[src/rtl/instr_fetch_unit.sv]
// Instruction fetch unit: owns the PC, runs the imem request/ack handshake and holds the instruction register.
// Optional build macro IFETCH_PERF_EN adds saturating fetch/stall performance counters.
module instr_fetch_unit #(
    parameter logic [31:0] RESET_PC = 32'h0000_0000,
    parameter int unsigned TIMEOUT  = 16
) (
    input  logic        clk,
    input  logic        rst,
    output logic        imem_req,
    output logic [31:0] imem_addr,
    input  logic        imem_ack,
    input  logic [31:0] imem_rdata,
    input  logic        stall,
    input  logic        pcsrc,
    input  logic        jump,
    input  logic [31:0] branch_target,
    output logic [31:0] instr,
    output logic [5:0]  op,
    output logic [31:0] pc,
    output logic [31:0] pc_plus4,
    output logic        instr_valid,
    output logic        fetch_err,
    output logic [31:0] fetch_count,
    output logic [31:0] stall_count
);

    localparam int unsigned TW = $clog2(TIMEOUT + 2);

    typedef enum logic [1:0] {
        S_FETCH = 2'd0,
        S_ISSUE = 2'd1,
        S_HALT  = 2'd2
    } state_t;

    state_t        state;
    state_t        state_nxt;
    logic [TW-1:0] tcnt;
    logic [TW-1:0] tcnt_nxt;
    logic [31:0]   pc_nxt;
    logic [31:0]   instr_nxt;
    logic          valid_nxt;
    logic          err_nxt;
    logic          req_nxt;
    logic [31:0]   next_pc;
    logic          fetch_active;
    logic          got_ack;
    logic          timed_out;
    logic          consume;

    assign imem_addr = pc;
    assign pc_plus4  = pc + 32'd4;
    assign op        = instr[31:26];

    // The request is only live once imem_req is up; the first post-reset cycle neither counts nor accepts acks.
    assign fetch_active = (state == S_FETCH) && imem_req;
    assign got_ack      = fetch_active && imem_ack;
    assign timed_out    = (TIMEOUT != 0) && fetch_active && !imem_ack && (tcnt == TW'(TIMEOUT - 1));
    assign consume      = (state == S_ISSUE) && !stall;

    // Jump outranks a taken branch; both targets are forced word-aligned.
    always_comb begin
        next_pc = pc_plus4;
        if (jump) begin
            next_pc = (pc_plus4 & 32'hF000_0000) | {4'b0000, instr[25:0], 2'b00};
        end else if (pcsrc) begin
            next_pc = branch_target & 32'hFFFF_FFFC;
        end
    end

    // State register
    always_ff @(posedge clk) begin
        if (rst) begin
            state <= S_FETCH;
        end else begin
            state <= state_nxt;
        end
    end

    // Next-state logic
    always_comb begin
        state_nxt = state;
        case (state)
            S_FETCH: begin
                if (got_ack) begin
                    state_nxt = S_ISSUE;
                end else if (timed_out) begin
                    state_nxt = S_HALT;
                end
            end
            S_ISSUE: begin
                if (!stall) begin
                    state_nxt = S_FETCH;
                end
            end
            S_HALT:  state_nxt = S_HALT;
            default: state_nxt = S_FETCH;
        endcase
    end

    // Output logic: next values of the registered outputs
    always_comb begin
        pc_nxt    = pc;
        instr_nxt = instr;
        valid_nxt = instr_valid;
        err_nxt   = fetch_err;
        tcnt_nxt  = tcnt;
        req_nxt   = (state_nxt == S_FETCH);
        case (state)
            S_FETCH: begin
                if (got_ack) begin
                    instr_nxt = imem_rdata;
                    valid_nxt = 1'b1;
                end else if (fetch_active && (TIMEOUT != 0)) begin
                    tcnt_nxt = tcnt + TW'(1);
                    if (timed_out) begin
                        err_nxt = 1'b1;
                    end
                end
            end
            S_ISSUE: begin
                if (consume) begin
                    pc_nxt    = next_pc;
                    valid_nxt = 1'b0;
                    tcnt_nxt  = '0;
                end
            end
            S_HALT: begin
                valid_nxt = 1'b0;
            end
            default: begin
                valid_nxt = 1'b0;
            end
        endcase
    end

    // Datapath and output registers
    always_ff @(posedge clk) begin
        if (rst) begin
            pc          <= {RESET_PC[31:2], 2'b00};
            instr       <= 32'h0;
            instr_valid <= 1'b0;
            fetch_err   <= 1'b0;
            tcnt        <= '0;
            imem_req    <= 1'b0;
        end else begin
            pc          <= pc_nxt;
            instr       <= instr_nxt;
            instr_valid <= valid_nxt;
            fetch_err   <= err_nxt;
            tcnt        <= tcnt_nxt;
            imem_req    <= req_nxt;
        end
    end

`ifdef IFETCH_PERF_EN
    logic [31:0] fcnt;
    logic [31:0] scnt;

    // Saturating performance counters
    always_ff @(posedge clk) begin
        if (rst) begin
            fcnt <= 32'h0;
            scnt <= 32'h0;
        end else begin
            if (consume && (fcnt != 32'hFFFF_FFFF)) begin
                fcnt <= fcnt + 32'd1;
            end
            if ((state == S_ISSUE) && stall && (scnt != 32'hFFFF_FFFF)) begin
                scnt <= scnt + 32'd1;
            end
        end
    end

    assign fetch_count = fcnt;
    assign stall_count = scnt;
`else
    assign fetch_count = 32'h0;
    assign stall_count = 32'h0;
`endif

endmodule

[config.mk]
export PLATFORM = sky130hd
export DESIGN_NAME = instr_fetch_unit
export DESIGN_NICKNAME = d
export VERILOG_FILES = /design/src/rtl/instr_fetch_unit.sv
export SDC_FILE = /design/constraint.sdc
export NUM_CORES = 1
export LEC_CHECK = 0
export ABC_AREA = 0
export CAP_MARGIN = 15
export CORE_MARGIN = 4
export CORE_UTILIZATION = 39
export DETAILED_ROUTE_END_ITERATION = 6
export PLACE_DENSITY = 0.82
export SLEW_MARGIN = 10
export SYNTH_ARGS = -nofsm -noshare
export SYNTH_HDL_FRONTEND = slang
export SYNTH_SLANG_ARGS = --single-unit
[constraint.sdc]
create_clock -name clk -period 2.5 [get_ports clk]
set_clock_uncertainty 0.1 [all_clocks]
set_input_delay 0.25 -clock clk [delete_from_list [all_inputs] [get_ports clk]]
set_output_delay 0.25 -clock clk [all_outputs]
set_load 0.05 [all_outputs]
# After elaboration in Yosys (flattened, before gate mapping)
# Cells that the tools add are included.
# word_totals
ff_bits	74
input_bits	70
out_inout_bits	201
elab_cells	46
# classes
add_sub_neg	2
eq_ne	7
muxes	13
bitwise_logic	2
reduce_logical	15
# op_table
operator	count
$mux 32	2
$add 32x3->32 const B	1
$or 32x28->32	1
$mux 5	3
$pmux 5 s2	1
$ne 2x2->1 const B	4
$reduce_and 4->1	2
$mux 2	3
$pmux 2 s3	1
$reduce_and 2->1	3
$add 5x1->5 const B	1
$eq 5x4->1 const B	1
$logic_and 1x1->1	5
$logic_not 2->1	2
$eq 2x1->1 const B	1
$eq 2x2->1 const B	1
$logic_not 1->1	2
$mux 1	2
$pmux 1 s2	1
$reduce_bool 2->1	1
$not 1->1	1

# Logic depth before layout (Yosys ltp)
# logic_depth
word_depth	8
depth_mapped	7
mapped_depth_nobuf	7

# Worst setup path after synthesis
# No wires, ideal clock.
# synth_timing
kind	reg2out
start	register pc[10], in the netlist imem_addr[10]
end	output port pc_plus4[19]
arrival_time_ns	2.838
t_required_ns	2.150
path_slack_ns	-0.688
stages_incl_launch_ff	8
path_buffers	2
path_cell_list	dfxtp_1 buf_2 nand2_1 or4_1 buf_6 or2_4 nor2_1 xor2_1
# synth_via
elab_chain_len	1
# synth_rtl
element	line_no	text
from (decl)	19	output logic [31:0] pc,
from (signal assigned)	139	pc <= {RESET_PC[31:2], 2'b00};
from (signal assigned)	146	pc <= pc_nxt;
$add 32x3->32	51	assign pc_plus4 = pc + 32'd4;
to (decl)	20	output logic [31:0] pc_plus4,
# No other way between the ends.

# Final worst setup path
# layout_timing
start	register pc[11], in the netlist imem_addr[11]
end	output port pc_plus4[19]
# Same word-level chain as after synthesis.

==> results <==
## layout make-up
type                    count  share of cell area [%]
multi-input cells         451                    38.4
repair buffers            248                    34.6
flip-flops and latches     72                    20.0
clock buffers               9                    3.05
well taps                 143                    2.42
clock inverters             7                   0.797
inverters                  14                   0.712
## critical path: cells and delay by family (launching register included)
family	cells	cell delay [ps]
xor+xnor	1	170
simple gates	4	1100
flops	1	390
buf+inv	1	150
## through the flow
step	cells	hold WS, ps	total power (µW)	TNS, ps
after floorplan	682	286	1960	-84.9
after global placement	920	356	2160	0
after detailed placement	920	366	2180	0
after CTS	940	250	3400	-65.7
after global routing	944	274	3500	-109
final	944	263	3390	0
## cells by family after synthesis
logic type,Yosys count,synth area share [%]
flops,72,30.5
mux,6,1.27
buf+inv,159,21.2
fa+ha+maj,3,0.793
compound gates,142,19.5
xor+xnor,31,5.74
other cells,1,0.0792
simple gates,199,20.9
## flip-flops by register name, indices dropped and copies added (netlist names)
name and flops:
imem_addr 30, tcnt 5, instr_valid 1, imem_req 1, state 2, instr 32
fetch_err 1
## cells in the final DEF (no fill, tap or decap), types with 3 or more instances in the layout
master | Yosys | layout
a21o_1 | 3 | 3
a21oi_1 | 57 | 57
a221oi_1 | 3 | 3
a222oi_1 | 5 | 5
a22oi_1 | 9 | 9
a2bb2oi_1 | 5 | 5
a31oi_1 | 4 | 4
and3_1 | 13 | 12
and4_1 | 5 | 5
buf_12 | 0 | 21
buf_4 | 106 | 54
clkbuf_16 | 0 | 9
clkdlybuf4s50_1 | 0 | 171
conb_1 | 1 | 70
dfxtp_1 | 72 | 53
dfxtp_2 | 0 | 14
dfxtp_4 | 0 | 5
inv_1 | 14 | 14
inv_6 | 0 | 4
mux2i_1 | 6 | 6
nand2_1 | 90 | 89
nand3_1 | 18 | 17
nand4_1 | 7 | 7
nor2_1 | 24 | 22
nor2b_1 | 4 | 3
nor3_1 | 13 | 13
nor4_1 | 5 | 5
o211ai_1 | 7 | 7
o21ai_0 | 23 | 23
o32ai_1 | 7 | 7
xnor2_1 | 19 | 6
xnor2_2 | 0 | 7
xnor2_4 | 0 | 6
xor2_1 | 12 | 8
xor2_4 | 0 | 4
## routing by layer
layer	vias to the layer above	share of wire, %	wire length, µm	GRT usage (%)
met5	-	0	0	0
met4	0	2.1	354	7.47
met3	30	8.3	1400	3.82
met2	291	50	8470	39.4
met1	2323	40	6690	28.8
li1	2337	-	-	-
## how the worst min path moves through the flow
stage	to	slack, ps	cells past startpoint
6_report	state[0]$_SDFF_PP0_	260	2
5_1_grt	instr[14]$_SDFFE_PP0P_	270	2
4_1_cts	state[0]$_SDFF_PP0_	250	2
3_5_place_dp	fetch_err$_SDFFE_PP0P_	370	2
3_3_place_gp	instr[26]$_SDFFE_PP0P_	360	2
2_1_floorplan	instr[10]$_SDFFE_PP0P_	290	2
## power by group
part,internal (µW),leakage [µW],switching (µW)
clock network,691,0.000139,537
logic,286,0.00214,640
registers,1190,0.000595,48.8
total,2160,0.00288,1230
## what timing repair did
action,CTS,global route
setup endpoints to repair,13,8
hold buffers,0,0
gates cloned,0,0
setup buffers,4,4
pin swaps,3,0
resized for setup,8,4
==> impl_metrics.ini <==
[detailed_routing]
via_count = 4981
drt-total-wl_um = 16900
viasPerCell = 5.28
drt_iter0_markers = 416
ant_nets = 0
drc = 0
wire_per_inst_um = 17.9
dr.pass1.iters = 6

[timing]
hold_viol_final = 0
relSlewSlack_pct = 62.6
setup_viol = 0
max_freq_ghz = 0.402
fin_crit_sh_pct = 99.5
worst_pin_slew_ps = 560
final.min_clock_period_ps = 2490
fin_ws_ps = 13.5
rsz0062_at_grt = true
drv_slew = 0

[cells_and_area]
antennaDiodeCount = 0
drive_above_1_share_pct = 18.6
final_cell_area_um2 = 7380
fill_cells = 986
seq_area_um2 = 1480
synthToLayoutAreaGrowth_pct = 56.0
fin_nets = 869
final_core_util_pct = 63.3
multi_input_area_um2 = 2830

[clock_tree]
numCtsBuffers = 9
root_buffer = clkbuf_16
insertion_delay_ps = 320
path_clk_slew_ps = 60
ctsLongestPathBuffers = 2
cts.sinks = 72
cts_tree = done
htreeDepth = 3

[synthesis]
ys_ff_latch = 72
synth.avg_cell_area_um2 = 7.72
async_flop_share_pct = 0
yosysMostFrequentCell = buf_4
synth_top_area_share_pct = 30.5
syn_inst = 613
synth_warnings = 0
synth_commonest_cells = buf_4, nand2_1, dfxtp_1, a21oi_1, clkbuf_1
synth_top_area_cell = dfxtp_1
netlist_area_um2 = 4730
ys_seq_area_share_pct = 30.5
synthFlopType = dfxtp_1
synth-edff-count = 0
synth_cell_types = 56
synth_area_leaders = dfxtp_1, buf_4, nand2_1, a21oi_1, xnor2_1

[setup_path]
crit_start = imem_addr[11]$_SDFFE_PP0P_
crit_path_end = pc_plus4[19]
max_stage_delay_ps = 590
cp_slowest_cell = or4_4
regToRegEndpoint = imem_addr[30]$_SDFFE_PP0P_
r2r_cells = 9
cp-end-kind = output port
cp_data_arrival_time_ps = 2140
rr_startpoint = imem_addr[11]$_SDFFE_PP0P_
crit_type = register to output port
start_kind = register
crit_path_cell_trace = nand2_1, or4_4, or2_4, nor2_4, xor2_4, buf_12
cp_max_fo = 7
required_ps = 2150
r2r_setup_slack_ps = 430

[place]
post-place-ws_ps = 114
dp_hpwl_um = 13300
place_congestion = 0.908
portBuffers = 198
postPlaceCellArea_um2 = 7000

[global_route]
grt_pass1_vias = 4854
grt_pass1_wl_um = 26200
antenna_found_initial = 0
grtUsageTotal_pct = 22.8
grt_overflow = 0
grt_max_degree = 41

[floorplanning]
die-area_um2 = 14000
dieWidth_um = 118
initial_core_util_pct = 40.6
rows = 39
core-area_um2 = 11700
die_y_um = 118
num_io_pins = 271

[power_and_ir_drop]
p_per_area_nw_per_um2 = 459
peakVddDrop_v = 0.000352
leakage_uw = 0.00288

[outcome]
outcome = finished, final reports clean

[worst_hold_path]
hp-start = rst
min_path_type = primary input to register

[run]
drv_cap = 0
Power figures use the tool's default switching activity.
==> variant 1, RTL diff (config.mk and constraints unchanged) <==
`TIMEOUT`: 16 -> 32.
--- a/src/rtl/instr_fetch_unit.sv
+++ b/src/rtl/instr_fetch_unit.sv
@@ -2,7 +2,7 @@
 // Optional build macro IFETCH_PERF_EN adds saturating fetch/stall performance counters.
 module instr_fetch_unit #(
     parameter logic [31:0] RESET_PC = 32'h0000_0000,
-    parameter int unsigned TIMEOUT  = 16
+    parameter int unsigned TIMEOUT  = 32
 ) (
     input  logic        clk,
     input  logic        rst,
Function: same outputs for any inputs over 10 cycles, from zero or initial values and one cycle with rst high; that may be too few to reach the edited logic, so the function may still have changed.
==> variant 1 against the unedited design <==
  * The flow now finishes with violations (setup timing)
  * Sequential cell count up 1
  * Routed wire length down 1.8%
  * Final area up 2.6%
  * Via count up 2.1%
  * Power up 1.5%
  * First-iteration DRC count up 2.9%
  * Setup slack worse by 0.12 ns
  * Synthesized area up 3.5%
  * Critical path type unchanged
==> variant 1: results (changes against the unedited design) <==
[synth]
async_reset_ff_share_pct = 0  ; unchanged
synth_common_cells = buf_4, nand2_1, dfxtp_1, a21oi_1, nor2_1  ; was buf_4, nand2_1, dfxtp_1, a21oi_1, clkbuf_1
synth_compound_gate_area_share_pct = 19.9  ; was 19.5%
ys_seq_area_share_pct = 29.8  ; was 30.5%
synthAdderAreaFrac_pct = 0.511  ; was 0.793%
muxShareOfSynthArea_pct = 0.639  ; was 1.27%
synthXorXnorAreaFrac_pct = 5.72  ; was 5.74%
synth_area_leaders = dfxtp_1, buf_4, nand2_1  ; unchanged
synth_ff_type = dfxtp_1  ; unchanged
synth_cell_types = 70  ; was 56

[timing]
hold_slack_ns = 0.338  ; was 0.263 ns
tightest_slew_ns = 0.603  ; was 0.560 ns
fin_ws_ns = -0.105  ; was 0.0135 ns
finalSetupViolations = 5  ; was 0

[worst_setup_path]
crit_arrival_ns = 2.25  ; was 2.14 ns
r2r_slack_ns = 0.27  ; was 0.43 ns
r2r_end = imem_addr[21]$_SDFFE_PP0P_  ; was imem_addr[30]$_SDFFE_PP0P_
worstSetupPathType = reg -> out  ; unchanged
worstReg2RegStart = imem_addr[10]$_SDFFE_PP0P_  ; was imem_addr[11]$_SDFFE_PP0P_
path_max_fanout = 10  ; was 7
timing.critical_path.to = pc_plus4[29]  ; was pc_plus4[19]

[drt]
wl_met1_um = 6790  ; was 6690 um
first_pass_iters = 5  ; was 6
drc = 0  ; unchanged
vias = 5086  ; was 4981
wl_met3_um = 1410  ; was 1400 um
drt_iter0_markers = 428  ; was 416
dr_wl_met2_um = 8010  ; was 8470 um
top_layer = met4  ; unchanged
wl_um = 16600  ; was 16900 um

[status]
violations = setup timing
status = complete, but fails checks  ; was completed

[hold_path]
holdPathStages = 3  ; was 2
hold_end = imem_addr[12]$_SDFFE_PP0P_  ; was state[0]$_SDFF_PP0_
hold_path.startpoint = rst  ; unchanged
hp-class = in -> reg  ; unchanged

[cells_and_area]
largest_register_ffs = 32  ; unchanged
antenna_cells = 0  ; unchanged
nets = 889  ; was 869
drive_gt1_share_pct = 19.3  ; was 18.6%
top_register = instr  ; unchanged

[cts]
cts_buffers = 9  ; unchanged
clk_pin_slew_ns = 0.06  ; about the same
post_cts_buffers = 7  ; was 4
clockBufferDepth = 2  ; unchanged
cts_resized = 10  ; was 8
clock_latency_ns = 0.33
cts_htree_levels = 3  ; unchanged

[pwr]
ir_drop_mv = 0.278  ; was 0.352 mV
p_leak_nw = 3.03  ; was 2.88 nW
p_switching_w = 0.00119  ; was 0.00123 W

[global_route]
grt_pass1_vias = 4509  ; was 4854
grt_max_degree = 39  ; was 41
grt_pass1_wl_um = 24800  ; was 26200 um
antenna_found_initial = 0  ; unchanged
grt_usage_pct = 21.5  ; was 22.8%

[place]
dp_slack_ns = 0.113  ; was 0.114 ns
place_hpwl_um = 12700  ; was 13300 um
gp_congestion = 0.878  ; was 0.908

[variant 1: cell types whose count changed in the layout (fill, tap and decap cells not counted), moves of 5 or more]
cell	unedited run	this run
a32o_1	2	8
and3_1	12	6
nand3_1	17	11
nand4_1	7	13
nor2_1	22	34
o32ai_1	7	1
xor2_2	0	5
[variant 1: routing by layer]
metal,GRT usage [%],up-vias
met5,0,-
met4,7.09,0
met3,4.38,30
met2,34.7,284
met1,28.7,2376
li1,-,2396
[variant 1: cell type report]
class | count | area (um^2)
Multi-Input combinational cell | 466 | 2890
Clock buffer | 12 | 268
Sequential cell | 73 | 1500
Inverter | 14 | 52.6
Clock inverter | 4 | 25.0
Tap cell | 168 | 210
Timing Repair Buffer | 253 | 2630
Fill cell | 1042 | 4590
[variant 1: per-stage QoR]
stage,instances,cell area (um^2),TNS [ns],total power [W],utilization (%)
after global routing,990,7570,-0.635,0.00355,62.3
after detailed placement,964,7090,0,0.00220,58.3
after global placement,964,7090,0,0.00219,58.3
after CTS,987,7490,-0.395,0.00345,61.6
final,990,7570,-0.240,0.00344,62.3
after floorplan,702,5390,-0.602,0.00199,-
[variant 1: worst max-delay path, cell delays in order, from the launching register on]
cell and delay [ns]:
dfxtp_4 0.34, nand4_1 0.19, or4_4 0.53, nor4_4 0.21, buf_12 0.18, nand3_4 0.10
xnor2_4 0.21, buf_12 0.15
[variant 1: power by group through the flow]
stage,Sequential [W],Clock (W),Combinational (W)
2_1_floorplan,0.00139,0,0.000601
3_3_place_gp,0.00127,0,0.000920
3_5_place_dp,0.00127,0,0.000925
4_1_cts,0.00124,0.00127,0.000930
5_1_grt,0.00125,0.00132,0.000978
6_report,0.00124,0.00126,0.000934
==> variant 2, RTL diff (same flow settings) <==
Made on the original files. Register the output `fetch_err` once more; this adds one clock of latency there. The other outputs are not delayed to match.
--- a/src/rtl/instr_fetch_unit.sv
+++ b/src/rtl/instr_fetch_unit.sv
@@ -31,6 +31,8 @@
         S_ISSUE = 2'd1,
         S_HALT  = 2'd2
     } state_t;
+
+    logic fetch_err_s0;
 
     state_t        state;
     state_t        state_nxt;
@@ -102,7 +104,7 @@
         pc_nxt    = pc;
         instr_nxt = instr;
         valid_nxt = instr_valid;
-        err_nxt   = fetch_err;
+        err_nxt   = fetch_err_s0;
         tcnt_nxt  = tcnt;
         req_nxt   = (state_nxt == S_FETCH);
         case (state)
@@ -139,14 +141,14 @@
             pc          <= {RESET_PC[31:2], 2'b00};
             instr       <= 32'h0;
             instr_valid <= 1'b0;
-            fetch_err   <= 1'b0;
+            fetch_err_s0 <= 1'b0;
             tcnt        <= '0;
             imem_req    <= 1'b0;
         end else begin
             pc          <= pc_nxt;
             instr       <= instr_nxt;
             instr_valid <= valid_nxt;
-            fetch_err   <= err_nxt;
+            fetch_err_s0 <= err_nxt;
             tcnt        <= tcnt_nxt;
             imem_req    <= req_nxt;
         end
@@ -178,5 +180,9 @@
     assign stall_count = 32'h0;
 `endif
 
+    always_ff @(posedge clk) begin
+        fetch_err <= fetch_err_s0;
+    end
+
 endmodule
 
Check against the original RTL: same outputs for any inputs over 10 cycles, from zero or initial values and one cycle with rst high; that may be too few to reach the edited logic, so the function may still have changed.
==> variant 2 against the unedited design <==
  * Clock power grew 15%
  * Fmax shrank 0.35%
  * Setup slack lost 0.0087 ns
  * Synthesized cell count grew 0.16%
  * First-iteration DRC count shrank 3.6%
  * Combinational power shrank 0.5%
  * Global-route usage shrank 1.6 points
  * Sequential cell count grew 1
  * Power grew 5.5%
  * Routed wire length shrank 6.2%
  * Synthesized area grew 0.42%
  * Critical path type unchanged
  * Final area grew 1.1%
==> variant 2: results (changes against the unedited design) <==
[cells_and_area]
clk_share_pct = 4.39  ; was 3.85%
post-route-util_pct = 62.4  ; was 63.3%
nonClockBufferCount = 249  ; was 248
nets = 871  ; was 869

[worst_setup_path]
r2r_end = imem_addr[20]$_SDFFE_PP0P_  ; was imem_addr[30]$_SDFFE_PP0P_
reg2regPathDepth = 7  ; was 9
r2r_slack_ns = 0.39  ; was 0.43 ns
worstSetupStartpoint = imem_addr[3]$_SDFFE_PP0P_  ; was imem_addr[11]$_SDFFE_PP0P_
worstReg2RegStart = imem_addr[2]$_SDFFE_PP0P_  ; was imem_addr[11]$_SDFFE_PP0P_
slowest_delay_ns = 0.57  ; was 0.59 ns

[place]
dp_slack_ns = 0.138  ; was 0.114 ns
dp_cells = 928  ; was 920
gp_congestion = 0.898  ; was 0.908

[global_route]
grt_pass1_wl_um = 24100  ; was 26200 um
grt_max_degree = 54  ; was 41
grt_usage_pct = 21.2  ; was 22.8%
grt_use_met2_pct = 35.9  ; was 39.4%

[drt]
dr_wl_met2_um = 7810  ; was 8470 um
first_pass_iters = 5  ; was 6

[timing]
period_share_pct = 99.8  ; was 99.5%
hold_slack_ns = 0.252  ; was 0.263 ns

[hold_path]
hold_end = fetch_err$_DFF_P_  ; was state[0]$_SDFF_PP0_
holdPathStages = 0  ; was 2

[synth]
synth_common_cells = buf_4, nand2_1, dfxtp_1, a21oi_1, clkbuf_1  ; unchanged
ys_seq_area_share_pct = 30.8  ; was 30.5%

[cts]
cts_resized = 7  ; was 8

[status]
status = completed  ; unchanged

[pwr]
p_leak_nw = 2.92  ; was 2.88 nW

variant 2: changes by cell type in the layout (fill, tap and decap cells not counted), sizes merged:
cell	change
inv	-3
bufinv	+2
buf	+1
clkbuf	+1
clkinv	+1
clkinvlp	-1
dfxtp	+1
variant 2: cells by family (layout without fill, tap and decap cells):
logic type               count (synthesis)  after routing  share of synthesized area (%)
flip-flops                              73             73                           30.8
adder cells (fa/ha/maj)                  3              3                          0.790
AND/OR/NAND/NOR                        199            199                           20.9
multiplexers                             6              6                           1.26
other                                    1             70                         0.0789
AO/OA/AOI/OAI                          142            142                           19.4
XOR/XNOR                                31             31                           5.71
buffers and inverters                  159            279                           21.1
variant 2: power groups by stage:
stage / clock network, W / registers (W) / logic (W)
6_report: 0.00141 / 0.00125 / 0.000921
4_1_cts: 0.00143 / 0.00125 / 0.000919
2_1_floorplan: 0 / 0.00139 / 0.000584
3_5_place_dp: 0 / 0.00127 / 0.000915
5_1_grt: 0.00148 / 0.00125 / 0.000963
3_3_place_gp: 0 / 0.00127 / 0.000909
